## config.mk

```make
export PLATFORM = sky130hd
export DESIGN_NAME = layer_priority_mux_flat
export DESIGN_NICKNAME = d
export VERILOG_FILES = /design/src/rtl/layer_priority_mux_pkg.sv /design/src/rtl/layer_priority_mux_if.sv /design/src/rtl/layer_priority_mux_encoder.sv /design/src/rtl/layer_priority_mux.sv /design/src/flat_wrapper.sv
export SDC_FILE = /design/constraint.sdc
export NUM_CORES = 1
export LEC_CHECK = 0
export ABC_AREA = 1
export BUFFER_PORTS_ARGS = -buffer_cell sky130_fd_sc_hd__buf_2
export CAP_MARGIN = 40
export CORE_ASPECT_RATIO = 0.6
export CORE_MARGIN = 2
export CORE_UTILIZATION = 46
export DETAILED_ROUTE_END_ITERATION = 10
export PLACE_DENSITY = 0.76
export SYNTH_ARGS = -nofsm -noshare
export SYNTH_HDL_FRONTEND = slang
export SYNTH_SLANG_ARGS = --single-unit
```

## constraint.sdc

```tcl
create_clock -name clk -period 1.24 [get_ports clk]
set_input_delay 0.124 -clock clk [delete_from_list [all_inputs] [get_ports clk]]
set_output_delay 0.124 -clock clk [all_outputs]
set_load 0.01 [all_outputs]
```

## src/rtl/layer_priority_mux_pkg.sv

```systemverilog
// Shared defaults and helpers for the VGA layer priority mux.
package layer_mux_pkg;

  localparam int unsigned NUM_LAYERS_DEF = 4;
  localparam int unsigned RGB_W_DEF      = 8;
  localparam logic [7:0]  BG_COLOR_DEF   = 8'hFF;
  localparam int unsigned CNT_W_DEF      = 16;

  // Clearing the lowest set bit leaves something only if two or more were set.
  function automatic logic popcount_ge2(input logic [15:0] vec);
    return (vec & (vec - 16'd1)) != '0;
  endfunction

endpackage

```

## src/rtl/layer_priority_mux_if.sv

```systemverilog
// Layer inputs and registered mux/collision outputs for layer_priority_mux.
interface layer_priority_mux_if #(
  parameter int unsigned NUM_LAYERS = 4,
  parameter int unsigned RGB_W      = 8,
  parameter int unsigned CNT_W      = 16
);
  localparam int unsigned IDX_W = (NUM_LAYERS > 1) ? $clog2(NUM_LAYERS) : 1;

  logic [NUM_LAYERS-1:0]       drawReq;
  logic [NUM_LAYERS*RGB_W-1:0] layersRGB;
  logic [NUM_LAYERS-1:0]       layerEnable;
  logic                        startOfFrame;
  logic                        outDrawingRequest;
  logic [RGB_W-1:0]            outRGB;
  logic [IDX_W-1:0]            outLayerIdx;
  logic                        collisionPulse;
  logic [NUM_LAYERS-1:0]       frameCollisions;
  logic [CNT_W-1:0]            frameCollisionCount;

  modport master (
    output drawReq, layersRGB, layerEnable, startOfFrame,
    input  outDrawingRequest, outRGB, outLayerIdx, collisionPulse,
           frameCollisions, frameCollisionCount
  );

  modport slave (
    input  drawReq, layersRGB, layerEnable, startOfFrame,
    output outDrawingRequest, outRGB, outLayerIdx, collisionPulse,
           frameCollisions, frameCollisionCount
  );
endinterface

```

## src/rtl/layer_priority_mux_encoder.sv

```systemverilog
// Combinational lowest-set-bit encoder; bit 0 has highest priority.
module lowest_set_encoder #(
  parameter int unsigned NUM_LAYERS = 4,
  localparam int unsigned IDX_W = (NUM_LAYERS > 1) ? $clog2(NUM_LAYERS) : 1
) (
  input  logic [NUM_LAYERS-1:0] req,
  output logic [IDX_W-1:0]      idx,
  output logic                  valid
);

  always_comb begin
    idx   = '0;
    valid = 1'b0;
    for (int unsigned i = 0; i < NUM_LAYERS; i++) begin
      if (req[i] && !valid) begin
        idx   = IDX_W'(i);
        valid = 1'b1;
      end
    end
  end

endmodule

```

## src/rtl/layer_priority_mux.sv

```systemverilog
// N-layer priority mux with registered RGB output and per-frame collision stats.
module layer_priority_mux
  import layer_mux_pkg::*;
#(
  parameter int unsigned NUM_LAYERS    = NUM_LAYERS_DEF,
  parameter int unsigned RGB_W         = RGB_W_DEF,
  parameter logic [RGB_W-1:0] BG_COLOR = RGB_W'(BG_COLOR_DEF),
  parameter int unsigned CNT_W         = CNT_W_DEF
) (
  input logic clk,
  input logic reset,
  layer_priority_mux_if.slave bus
);

  localparam int unsigned IDX_W = (NUM_LAYERS > 1) ? $clog2(NUM_LAYERS) : 1;

  logic [NUM_LAYERS-1:0] eff;
  logic [IDX_W-1:0]      winIdx;
  logic                  anyReq;
  logic                  collision;
  logic [RGB_W-1:0]      winRGB;
  logic [NUM_LAYERS-1:0] accFlags;
  logic [CNT_W-1:0]      accCount;

  assign eff       = bus.drawReq & bus.layerEnable;
  assign collision = popcount_ge2(16'(eff));

  lowest_set_encoder #(.NUM_LAYERS(NUM_LAYERS)) encoder (
    .req   (eff),
    .idx   (winIdx),
    .valid (anyReq)
  );

  always_comb begin
    winRGB = BG_COLOR;
    if (anyReq)
      winRGB = bus.layersRGB[int'(winIdx)*RGB_W +: RGB_W];
  end

  always_ff @(posedge clk) begin
    if (reset) begin
      bus.outDrawingRequest   <= 1'b0;
      bus.outRGB              <= BG_COLOR;
      bus.outLayerIdx         <= '0;
      bus.collisionPulse      <= 1'b0;
      bus.frameCollisions     <= '0;
      bus.frameCollisionCount <= '0;
      accFlags                <= '0;
      accCount                <= '0;
    end else begin
      bus.outDrawingRequest <= anyReq;
      bus.outRGB            <= winRGB;
      bus.outLayerIdx       <= winIdx;
      bus.collisionPulse    <= collision;
      // The SOF pixel is the first pixel of the new frame, so it seeds the accumulators.
      if (bus.startOfFrame) begin
        bus.frameCollisions     <= accFlags;
        bus.frameCollisionCount <= accCount;
        accFlags                <= collision ? eff : '0;
        accCount                <= collision ? CNT_W'(1) : '0;
      end else if (collision) begin
        accFlags <= accFlags | eff;
        if (accCount != '1)
          accCount <= accCount + CNT_W'(1);
      end
    end
  end

endmodule

```

## src/flat_wrapper.sv

```systemverilog
// flat-port wrapper written by rule: the top's interface ports become plain ports
module layer_priority_mux_flat import layer_mux_pkg::*;
#(
  parameter int unsigned NUM_LAYERS    = NUM_LAYERS_DEF,
  parameter int unsigned RGB_W         = RGB_W_DEF,
  parameter logic [RGB_W-1:0] BG_COLOR = RGB_W'(BG_COLOR_DEF),
  parameter int unsigned CNT_W         = CNT_W_DEF
)
  (clk, reset, bus_drawReq, bus_layersRGB, bus_layerEnable, bus_startOfFrame, bus_outDrawingRequest, bus_outRGB, bus_outLayerIdx, bus_collisionPulse, bus_frameCollisions, bus_frameCollisionCount);
  layer_priority_mux_if #(.NUM_LAYERS(NUM_LAYERS), .RGB_W(RGB_W), .CNT_W(CNT_W)) bus_i ();
  input logic clk;
  input logic reset;
  input wire logic [$bits(bus_i.drawReq)-1:0] bus_drawReq;
  input wire logic [$bits(bus_i.layersRGB)-1:0] bus_layersRGB;
  input wire logic [$bits(bus_i.layerEnable)-1:0] bus_layerEnable;
  input wire logic [$bits(bus_i.startOfFrame)-1:0] bus_startOfFrame;
  output wire logic [$bits(bus_i.outDrawingRequest)-1:0] bus_outDrawingRequest;
  output wire logic [$bits(bus_i.outRGB)-1:0] bus_outRGB;
  output wire logic [$bits(bus_i.outLayerIdx)-1:0] bus_outLayerIdx;
  output wire logic [$bits(bus_i.collisionPulse)-1:0] bus_collisionPulse;
  output wire logic [$bits(bus_i.frameCollisions)-1:0] bus_frameCollisions;
  output wire logic [$bits(bus_i.frameCollisionCount)-1:0] bus_frameCollisionCount;
  assign bus_i.drawReq = bus_drawReq;
  assign bus_i.layersRGB = bus_layersRGB;
  assign bus_i.layerEnable = bus_layerEnable;
  assign bus_i.startOfFrame = bus_startOfFrame;
  assign bus_outDrawingRequest = bus_i.outDrawingRequest;
  assign bus_outRGB = bus_i.outRGB;
  assign bus_outLayerIdx = bus_i.outLayerIdx;
  assign bus_collisionPulse = bus_i.collisionPulse;
  assign bus_frameCollisions = bus_i.frameCollisions;
  assign bus_frameCollisionCount = bus_i.frameCollisionCount;
  layer_priority_mux #(.NUM_LAYERS(NUM_LAYERS), .RGB_W(RGB_W), .BG_COLOR(BG_COLOR), .CNT_W(CNT_W)) u_core (.clk(clk), .reset(reset), .bus(bus_i));
endmodule
```

==> Word-level counts from Yosys, hierarchy flattened <==
Index checks and enable logic that the tools add are counted.
{ "classes": {"bitwise_logic": 4, "shift": 1, "addsub": 2, "n_mux": 14, "eq_ne": 1, "reduce_logical": 11} }
{ "op_table": {"columns": ["operator", "n"], "rows": [
  ["$mux 16", 3],
  ["$shiftx 32x6->8", 1],
  ["$add 16x1->16 const B", 1],
  ["$and 4x16->16", 1],
  ["$ne 16x16->1 const B", 1],
  ["$reduce_bool 16->1", 1],
  ["$mux 4", 3],
  ["$mux 1", 6],
  ["$sub 4x1->5 const B", 1],
  ["$and 4x4->4", 1],
  ["$mux 2", 2],
  ["$or 4x4->4", 1],
  ["$reduce_bool 2->1", 2],
  ["$logic_and 1x1->1", 3],
  ["$logic_not 1->1", 3],
  ["$reduce_and 2->1", 1],
  ["$reduce_or 2->1", 1],
  ["$not 1->1", 1]
]} }
{ "word_totals": {"wordCells": 41, "in_bits": 43, "register_bits": 52} }

==> Logic depth before layout (Yosys ltp) <==
Gate-level depths: netlist of run 1.
{ "depth": {"word_depth": 13, "depth_mapped": 10, "mapped_depth_nobuf": 9} }

==> By module <==
Synthesis of run 1 repeated with hierarchy kept, for this count alone.
{ "hier_totals": {"hier_cells": 343, "area_unflattened_um2": 2459.9} }
{ "modules_own_cells": {"columns": ["mod", "n_inst", "seq_area_each_um2", "area_each_um2", "cells_each"], "rows": [
  ["layer_priority_mux", 1, 1041.0, 2411.1, 334],
  ["lowest_set_encoder", 1, 0.0, 48.8, 9]
]} }

==> Worst setup path after synthesis of run 1 <==
OpenSTA, ideal clock, no wires.
{ "synth_timing": {"path_type": "reg2reg", "from": "register u_core.accCount[1]", "to": "register u_core.accCount[10]", "slack_ns": -0.096, "stages_incl_launch_ff": 9, "t_required_ns": 1.127, "arrival_time_ns": 1.223, "path_cell_list": "dfxtp_1 > ha_1 > nand3_1 > nor2_2 > nand3_2 > nand3_1 > nand2_1 > nand2_1 > nor2_1"} }
{ "synth_between": {"elab_chain_cells": 4, "elab_cells_between_ends": 7} }
{ "synth_rtl": {"columns": ["element", "line_no", "source"], "rows": [
  ["start: declaration", "layer_priority_mux.sv:23", "logic [CNT_W-1:0] accCount;"],
  ["start signal: assignment", "layer_priority_mux.sv:60", "accCount <= collision ? CNT_W'(1) : '0;"],
  ["start signal: assignment", "layer_priority_mux.sv:64", "accCount <= accCount + CNT_W'(1);"],
  ["$add 16x1->16", "layer_priority_mux.sv:64", null],
  ["$mux 16", "layer_priority_mux.sv:63", "if (accCount != '1)"],
  ["$mux 16", "layer_priority_mux.sv:61", "end else if (collision) begin"],
  ["$mux 16", "layer_priority_mux.sv:56", "if (bus.startOfFrame) begin"]
]} }
Parallel ways exist; a longest one is shown, timed or not. The select of a mux whose other input is x is not followed.
A chain may end at the register's enable or synchronous reset.

==> Final worst setup path of run 1 <==
{ "layout_timing": {"from": "register u_core.accCount[1]", "to": "register u_core.accCount[5]"} }
Same word-level chain as after synthesis.

==> results of run 1 <==
per-stage QoR:
stage | instances | util [%] | hold WS [ps] | cell area [um^2] | setup WS, ps
final | 535 | 69.4 | 48.0 | 3540 | -222
after detailed placement | 522 | 63.0 | 363 | 3220 | -247
after floorplan | 353 | - | 193 | 2480 | 5.62
after CTS | 534 | 68.0 | 47.7 | 3470 | -154
after global placement | 522 | 63.0 | 363 | 3220 | -165
after global routing | 535 | 69.4 | 55.1 | 3540 | -280
cell usage in the layout, fill, tap and decap left out, types with 3 or more instances in the layout:
master and n:
nor2_4 9, nand2_1 63, buf_2 74, nor2_1 42, dfxtp_2 7, nand3_2 5
clkbuf_8 5, o21ai_0 32, a21oi_2 5, nand4_1 7, o211ai_1 8, buf_4 44
nand2_2 6, nor2_2 4, a21oi_1 24, inv_1 42, inv_2 3, nand3_1 19
xor2_1 3, nand2_4 5, dfxtp_1 44
final cells by class:
| type | count | area, um^2 | share of cell area (%) |
|---|---|---|---|
| clock buffers | 5 | 68.8 | 1.94 |
| flip-flops and latches | 52 | 1050 | 29.7 |
| clock inverters | 2 | 60.1 | 1.69 |
| repair buffers | 122 | 763 | 21.5 |
| multi-input cells | 242 | 1340 | 37.8 |
| well taps | 66 | 82.6 | 2.33 |
| inverters | 46 | 178 | 5.01 |
registers in the layout, summed over array words and instances, names as in the netlist:
signal and cells:
u_core.accCount 16, u_core.accFlags 4, u_core.bus.collisionPulse 1, u_core.bus.frameCollisionCount 16, u_core.bus.frameCollisions 4, u_core.bus.outDrawingRequest 1, u_core.bus.outLayerIdx 2, u_core.bus.outRGB 8
power groups by stage:
stage	logic, mW	registers, mW	clock network (mW)
after floorplan	0.250	1.85	0
after CTS	0.567	1.78	1.37
after global routing	0.642	1.79	1.43
after detailed placement	0.540	1.82	0
after global placement	0.527	1.81	0
final	0.578	1.78	1.37
critical path, delay by kind of cell (launching register included):
kind                   cells  cell delay (ps)
buffers and inverters      2              160
AO/OA/AOI/OAI              2              290
AND/OR/NAND/NOR            5              560
flip-flops                 1              380
kinds of logic (layout without fill, tap and decap cells):
kind of cell             Yosys count  after routing  share of synthesized area, %
AND/OR/NAND/NOR                  162            164                          29.8
AO/OA/AOI/OAI                     73             73                          15.9
adder cells (fa/ha/maj)            1              1                         0.508
XOR/XNOR                           4              4                          1.42
flip-flops                        52             52                          42.3
buffers and inverters             61            175                          10.1
routing by layer:
layer / share of wire (%) / global-route usage, % / vias up
met5: 0 / 0 / -
met4: 1.8 / 7.83 / 0
met3: 7.1 / 5.07 / 13
met2: 43 / 40.4 / 99
met1: 48 / 36.0 / 1234
li1: - / - / 1372
worst paths after layout:
| check | from | to | depth (start not counted) |
|---|---|---|---|
| min reg2reg | u_core.accFlags[0] | u_core.accFlags[0] | 2 |
| min | bus_layersRGB[14] | u_core.bus.outRGB[6] | 3 |
| max reg2reg | u_core.accCount[1] | u_core.accCount[5] | 9 |
| max | u_core.accCount[1] | u_core.accCount[5] | 9 |
timing repair:
item / CTS / global route
gates resized for setup: 27 / 19
pin swaps: 13 / 8
endpoints found under the setup margin: 16 / 16
setup buffers: 4 / 0
gates cloned: 1 / 1
endpoints found under the hold margin: 0 / 0
==> flow_metrics.py, run 1 <==
metrics = {
    "power": {
        "clkPwrFrac_pct": 36.7,
        "internal_power_mw": 2.79,
        "combPwrFrac_pct": 15.5,
        "ir_worst_vdd_uv": 583,
        "leakagePower_nw": 1.72,
        "p_total_mw": 3.73,
        "share_seq_of_total_power_pct": 47.8,
        "power_switching_mw": 0.936,
        "swShare_pct": 25.1,
        "p_per_area_nw_per_um2": 1050,
    },
    "worst_setup_path": {
        "startpoint_type": "flop",
        "crit_path_end_kind": "flop",
        "cp_common_cell": "nor2_4",
        "path_cells": "buf_6, nand2_2, nor2_4, inv_1, o21ai_1, nand2_1, nor2_4, nand2_4, a21oi_2",
        "crit_arrival_ps": 1700,
        "critPathMaxFanout": 5,
        "cp_slowest_cell": "dfxtp_4",
        "cp_slowest_stage_delay_ps": 380,
        "required_ps": 1480,
        "r2r_slack_ps": -220,
        "critical_path_class": "flop to flop",
    },
    "yosys": {
        "syn_nets": 397,
        "synth_cell_types": 29,
        "synth_top_cell_area_share_pct": 42.3,
        "synthArstFlopShare_pct": 0,
        "syn-cell-area_um2": 2460,
        "yosys-top-cells-area": "dfxtp_1, nand2_1, nor2_1",
        "synth_seq_cells": 52,
        "seq_area_frac_synth_pct": 42.3,
        "syn_inst": 353,
        "synth_edf_count": 0,
        "yosysWarningCount": 0,
        "netlist_top_cells_count": "nand2_1, dfxtp_1, nor2_1",
        "synth_area_per_cell_um2": 6.98,
        "yosysMostFrequentCell": "nand2_1",
        "synth_top_area_cell": "dfxtp_1",
        "synthFlopType": "dfxtp_1",
    },
    "detailed_routing": {
        "drt-pass1-iter-count": 4,
        "drcViolationCount": 0,
        "wl_per_cell_um": 14.0,
        "drt_iter0_markers": 167,
        "routed_via_density": 5.08,
        "vias": 2718,
        "wl_mm": 7.51,
        "antenna_left": 0,
    },
    "clocking": {
        "clk_latency_ps": 310,
        "clockRootBuffer": "clkbuf_8",
        "h-tree-depth": 2,
        "path_clk_slew_ps": 100,
        "cts_sinks": 52,
        "cts_buffer_depth": 2,
        "cts_tree": "built",
        "cts_buffers": 5,
        "hold_buffers": 0,
    },
    "die": {
        "num_io_pins": 75,
        "rows": 20,
        "die_height_um": 60.7,
        "die-area_um2": 5980,
        "core_area_um2": 5100,
        "die_w_um": 98.5,
        "start_util_pct": 48.3,
    },
    "run_status": {
        "violations": "negative setup slack",
        "outcome": "finished with violations",
    },
    "sta": {
        "rsz0062_at_grt": "yes",
        "relSlewSlack_pct": 56.3,
        "setup_ws_ps": -222,
        "tns_ps": -2560,
        "tightest_slew_ps": 654,
        "final-hold-violation-count": 0,
        "fin_crit_ps": 1460,
        "report.final.slew_viol_count": 0,
        "max_freq_ghz": 0.684,
        "finClkSkew_ps": 7.48,
        "fin_crit_sh_pct": 118,
        "setup_viol": 16,
    },
    "final_layout": {
        "fill_cells": 441,
        "diodes": 0,
        "nets": 513,
        "area_delta_synth_final_pct": 43.9,
        "final_layout_size_suffix_gt1_share_pct": 38.2,
    },
    "job": {
        "cap_viol_max_count": 0,
    },
    "grt": {
        "grt_pass1_vias": 2501,
        "grt-ovfl-total": 0,
        "antenna_found_initial": 0,
        "grt.total_usage_pct": 25.5,
        "grt_max_degree": 39,
        "grt_pass1_wl_mm": 11.7,
    },
    "placed_design": {
        "hpwl_mm": 5.18,
        "place_congestion": 0.875,
        "placement.io_buffers": 74,
    },
    "hold_path": {
        "hp-class": "input port to flop",
    },
}
No activity file was read; power rests on OpenSTA's default activity.
==> run 2: changes to the inputs <==
- CAP_MARGIN: 40 -> 15
- MAX_ROUTING_LAYER: unset -> met4
- SETUP_SLACK_MARGIN: unset -> 0.2
==> run 2 against run 1 <==
The run still ends with negative setup slack left. Worst hold slack worse by 5.1 ps. Setup slack better by 81 ps. Non-clock buffer count up 4. Design area up 3.7%. First-iteration DRC count up 28%. Cell count up 0.75%. Die area unchanged. Sequential power about the same. Via count up 2.4%. Routed wire length up 2.5%. Highest routed layer unchanged.
==> flow_metrics.py, run 2 (synthesis results as in run 1) <==
metrics = {
    "sta": {
        "final-hold-violation-count": 0,
        "max_freq_ghz": 0.724,
        "setup_ws_ps": -141,
        "tightest_slew_ps": 387,
        "relSlewSlack_pct": 74.1,
        "finClkSkew_ps": 9.11,
        "fin_crit_sh_pct": 111,
        "report.final.slew_viol_count": 0,
        "setup_viol": 16,
        "rsz0062_at_grt": "yes",
        "fin_crit_ps": 1380,
    },
    "die": {
        "core_area_um2": 5100,
        "num_io_pins": 75,
        "start_util_pct": 48.3,
        "die-area_um2": 5980,
        "die_height_um": 60.7,
        "rows": 20,
        "die_w_um": 98.5,
    },
    "final_layout": {
        "area_delta_synth_final_pct": 49.2,
        "utilization_pct": 72.0,
        "nets": 516,
        "mostFrequentLayoutCells": "buf_2, nand2_1, nor2_1",
        "final_layout_size_suffix_gt1_share_pct": 38.7,
        "diodes": 0,
        "largestRegisters": "u_core.accCount: 16 flops, u_core.bus.frameCollisionCount: 16 flops, u_core.bus.outRGB: 8 flops",
        "seq_area_um2": 1060,
        "fill_cells": 413,
        "multi_input_area_um2": 1350,
        "final_common_cell": "buf_2",
    },
    "clocking": {
        "path_clk_slew_ps": 100,
        "cts_buffer_depth": 2,
        "clockRootBuffer": "clkbuf_8",
        "clk_latency_ps": 310,
        "cts_tree": "built",
        "cts_buffers": 5,
        "cts_sinks": 52,
        "h-tree-depth": 2,
    },
    "grt": {
        "grt_pass1_wl_mm": 11.5,
        "grt_max_degree": 34,
        "grt-ovfl-total": 0,
        "grt_pass1_vias": 2453,
        "antenna_found_initial": 0,
        "grt.total_usage_pct": 25.4,
    },
    "placed_design": {
        "placement.io_buffers": 74,
        "hpwl_mm": 5.20,
        "place_congestion": 0.926,
    },
    "worst_setup_path": {
        "critical_path_class": "flop to flop",
        "required_ps": 1450,
        "crit_path_end_kind": "flop",
        "critPathMaxFanout": 5,
        "startpoint_type": "flop",
        "crit_arrival_ps": 1590,
    },
    "detailed_routing": {
        "drt_iter0_markers": 213,
        "drt-pass1-iter-count": 5,
        "wl_per_cell_um": 14.3,
        "antenna_left": 0,
        "drcViolationCount": 0,
        "routed_via_density": 5.17,
        "wl_mm": 7.70,
        "vias": 2784,
    },
    "run_status": {
        "violations": "negative setup slack",
        "outcome": "finished with violations",
    },
    "job": {
        "cap_viol_max_count": 0,
    },
    "power": {
        "p_per_area_nw_per_um2": 1070,
        "ir_worst_vdd_uv": 792,
        "p_total_mw": 3.94,
        "leakagePower_nw": 1.77,
    },
    "hold_path": {
        "hp-class": "input port to flop",
    },
}
## run 2: metrics by stage
step	hold slack, ps	worst slack [ps]	instances	setup TNS, ps	area, um^2
floorplan	193	22.6	353	0	2550
global placement	358	-115	522	-1720	3270
detailed placement	364	-161	522	-2440	3270
CTS	39.3	-132	533	-1540	3470
global route	53.8	-229	539	-2670	3680
finish	42.9	-141	539	-1520	3680
## run 2: path summary, 6_finish.rpt
path              slack (ps)  cells past startpoint                   end                from
setup / recovery        -140                      8   u_core.accCount[14]  u_core.accCount[1]
hold / removal            40                      3  u_core.bus.outRGB[7]   bus_layersRGB[15]
setup reg to reg        -140                      8   u_core.accCount[14]  u_core.accCount[1]
hold reg to reg          480                      2    u_core.accFlags[1]  u_core.accFlags[1]
## run 2: cell type report
type | count | area share (%)
sequential | 52 | 28.8
multi-input combinational | 241 | 36.6
clock buffer | 6 | 2.55
clock inverter | 2 | 1.63
inverter | 46 | 4.83
timing repair buffer | 126 | 23.3
tap | 66 | 2.25
## run 2: report_power, final
part | total, mW | switching, mW | internal [mW]
Combinational | 0.650 | 0.348 | 0.302
Sequential | 1.78 | 0.0329 | 1.74
Clock | 1.52 | 0.590 | 0.928
Total | 3.94 | 0.971 | 2.97
## run 2: routing by layer
layer / wire [um] / global-route usage, % / up-vias / part of all wire, %
met5: 0 / - / - / 0
li1: - / - / 1377 / -
met2: 3340 / 37.7 / 105 / 43
met4: 100 / 6.07 / 0 / 1.3
met3: 612 / 5.41 / 13 / 8.0
met1: 3650 / 35.6 / 1289 / 47
## run 2: worst max-delay path, cell delays in order (launching register included)
cell	delay, ps
dfxtp_4	380
ha_4	170
nand3_2	150
nor2_4	180
nand3_4	130
nand3_1	130
nand2_1	60
nand2_1	50
nor2_1	30
## run 2: repair_timing
item	CTS	global route
resized for setup	7	29
endpoints found under the setup margin	16	24
cloned	1	3
pin swaps	2	9
setup buffers	2	3
hold buffers	0	0
endpoints found under the hold margin	0	0
==> run 3: changes to the inputs <==
- ABC_AREA: 1 -> unset
- CORE_UTILIZATION: 46 -> 45
- PLACE_DENSITY: 0.76 -> 0.75
==> run 3 against run 2 <==
The flow still finishes with violations (negative setup slack). Die area down 1.7%. Largest cell class unchanged. Critical endpoint is now u_core.accCount[2]. Routed wire length down 11%. Worst hold slack better by 150 ps.
==> flow_metrics.py, run 3 <==
metrics = {
    "yosys": {
        "muxShareOfSynthArea_pct": 19.5,
        "synth_cell_types": 39,
        "syn_inst": 245,
        "yosys-top-cells-area": "dfxtp_1, mux2i_1, nor2_1",
        "synth_xor_xnor_area_share_pct": 1.48,
        "synth_top_area_cell": "dfxtp_1",
        "syn-cell-area_um2": 2370,
        "synthFlopType": "dfxtp_1",
        "synthArstFlopShare_pct": 0,
        "synth_top_cell_area_share_pct": 44.0,
        "yosysWarningCount": 0,
        "synth_compound_area_share_pct": 10.3,
        "seq_area_frac_synth_pct": 44.0,
        "synth_seq_cells": 52,
        "yosysMostFrequentCell": "dfxtp_1",
        "synth_top_family_by_area": "simple AND/OR/NAND/NOR gates",
        "synth_edf_count": 0,
        "syn_nets": 289,
        "synth_area_per_cell_um2": 9.66,
        "synthSimpleGateAreaFrac_pct": 21.4,
        "netlist_top_cells_count": "dfxtp_1, mux2i_1, nor2_1",
        "synth_fa_ha_area_share_pct": 0.529,
    },
    "power": {
        "ir_worst_vdd_uv": 591,
        "swShare_pct": 25.9,
        "power_switching_mw": 0.844,
        "internal_power_mw": 2.41,
        "leakagePower_nw": 1.69,
        "p_per_area_nw_per_um2": 893,
        "clkPwrFrac_pct": 29.5,
        "combPwrFrac_pct": 17.8,
        "share_seq_of_total_power_pct": 52.7,
    },
    "final_layout": {
        "diodes": 0,
        "seq_area_um2": 1070,
        "mostFrequentLayoutCells": "buf_2, buf_4, dfxtp_1",
        "area_delta_synth_final_pct": 54.1,
        "fill_cells": 382,
        "final_layout_size_suffix_gt1_share_pct": 53.1,
        "final_common_cell": "buf_2",
        "nets": 435,
        "final_cells": 458,
        "largestRegisters": "u_core.accCount: 16 flops, u_core.bus.frameCollisionCount: 16 flops, u_core.bus.outRGB: 8 flops",
        "multi_input_area_um2": 1420,
    },
    "die": {
        "die_height_um": 60.2,
        "die-area_um2": 5870,
        "die_w_um": 97.6,
        "num_io_pins": 75,
        "start_util_pct": 46.8,
        "rows": 20,
        "core_area_um2": 5050,
    },
    "placed_design": {
        "hpwl_mm": 4.70,
        "place_congestion": 0.852,
        "placement.io_buffers": 74,
        "dp_slack_ps": -368,
        "place_inst": 435,
    },
    "detailed_routing": {
        "drcViolationCount": 0,
        "drt-pass1-iter-count": 4,
        "routed_via_density": 5.30,
        "drt_iter0_markers": 99,
        "wl_per_cell_um": 15.0,
        "antenna_left": 0,
        "vias": 2426,
        "wl_mm": 6.87,
    },
    "clocking": {
        "cts_buffers": 5,
        "cts_tree": "built",
        "h-tree-depth": 2,
        "cts_sinks": 52,
        "clockRootBuffer": "clkbuf_8",
        "hold_buffers": 0,
        "cts_buffer_depth": 2,
        "path_clk_slew_ps": 100,
        "clk_latency_ps": 310,
    },
    "grt": {
        "grt-ovfl-total": 0,
        "grt.total_usage_pct": 24.8,
        "grt_pass1_vias": 2345,
        "grt_max_degree": 33,
        "grt_pass1_wl_mm": 11.2,
        "antenna_found_initial": 0,
    },
    "hold_path": {
        "hp-class": "input port to flop",
    },
    "worst_setup_path": {
        "crit_arrival_ps": 1790,
        "critPathMaxFanout": 5,
        "crit_path_end_kind": "flop",
        "critical_path_class": "flop to flop",
        "startpoint_type": "flop",
        "required_ps": 1430,
    },
    "run_status": {
        "violations": "negative setup slack",
        "outcome": "finished with violations",
    },
    "sta": {
        "report.final.slew_viol_count": 0,
        "setup_ws_ps": -359,
        "final-hold-violation-count": 0,
        "tns_ps": -3990,
        "tightest_slew_ps": 350,
        "max_freq_ghz": 0.626,
        "relSlewSlack_pct": 76.6,
        "worst_hold_slack_ps": 191,
        "setup_viol": 15,
        "finClkSkew_ps": 14.9,
        "fin_crit_sh_pct": 129,
        "rsz0062_at_grt": "yes",
        "fin_crit_ps": 1600,
    },
    "job": {
        "cap_viol_max_count": 0,
    },
}
-- run 3: changes by cell type after synthesis, sizes merged, moves of 5 or more --
cell,delta
a21oi,-24
a32oi,+5
inv,-45
mux2,+8
mux2i,+37
nand2,-52
nand3,-18
nor2,-21
o21ai,-29
or4,+6
-- run 3: area by class of cell --
| cell class | instances | share of cell area, % |
|---|---|---|
| Sequential cell | 52 | 29.3 |
| Clock inverter | 1 | 0.240 |
| Multi-Input combinational cell | 182 | 39.0 |
| Clock buffer | 7 | 2.09 |
| Inverter | 1 | 0.103 |
| Timing Repair Buffer | 149 | 27.0 |
| Tap cell | 66 | 2.26 |
-- run 3: power by group through the flow --
| stage | registers, mW | clock network, mW | logic [mW] |
|---|---|---|---|
| after floorplan | 1.78 | 0 | 0.250 |
| after global placement | 1.76 | 0 | 0.492 |
| after detailed placement | 1.76 | 0 | 0.502 |
| after CTS | 1.72 | 0.958 | 0.550 |
| after global routing | 1.72 | 1.04 | 0.619 |
| final | 1.72 | 0.962 | 0.580 |
-- run 3: critical path, cell delays in order, from the launching register on --
cell and delay (ps):
dfxtp_4 380, ha_4 130, nand4b_1 120, or4_4 490, o211ai_1 140, xor2_1 160, nor2_1 60
-- run 3: stage by stage --
| stage | cell area (um^2) | power (mW) | utilization (%) |
|---|---|---|---|
| after floorplan | 2410 | 2.03 | - |
| after global placement | 3280 | 2.25 | 64.9 |
| after detailed placement | 3280 | 2.26 | 64.9 |
| after CTS | 3560 | 3.23 | 70.5 |
| after global routing | 3650 | 3.38 | 72.1 |
| final | 3650 | 3.26 | 72.1 |
-- run 3: cells by family (layout without fill, tap and decap cells) --
| logic type | count (synthesis) | count (layout) |
|---|---|---|
| adder cells (fa/ha/maj) | 1 | 1 |
| multiplexers | 45 | 45 |
| buffers and inverters | 12 | 158 |
| XOR/XNOR | 4 | 4 |
| AO/OA/AOI/OAI | 31 | 32 |
| AND/OR/NAND/NOR | 100 | 100 |
| flip-flops | 52 | 52 |
-- run 3: final timing paths --
path	slack [ps]	cells after the start	to	startpoint
setup / recovery	-360	6	u_core.accCount[2]	u_core.accCount[0]
hold / removal	190	4	u_core.accFlags[1]	bus_drawReq[1]
hold reg to reg	500	2	u_core.bus.frameCollisionCount[11]	u_core.bus.frameCollisionCount[11]
setup reg to reg	-360	6	u_core.accCount[2]	u_core.accCount[0]
-- run 3: what timing repair did --
item | CTS | global route
buffers inserted | 13 | 1
setup endpoints to repair | 24 | 25
cloned | 1 | 0
gates resized for setup | 26 | 20
pin swaps | 9 | 10
hold endpoints to repair | 0 | 0
-- run 3: per-layer routing --
layer / up-vias / GRT usage, % / routed length, um
met5: - / - / 0
met2: 63 / 40.5 / 3170
met3: 8 / 4.68 / 358
met4: 0 / 6.35 / 80
met1: 1164 / 32.4 / 3260
li1: 1191 / - / -
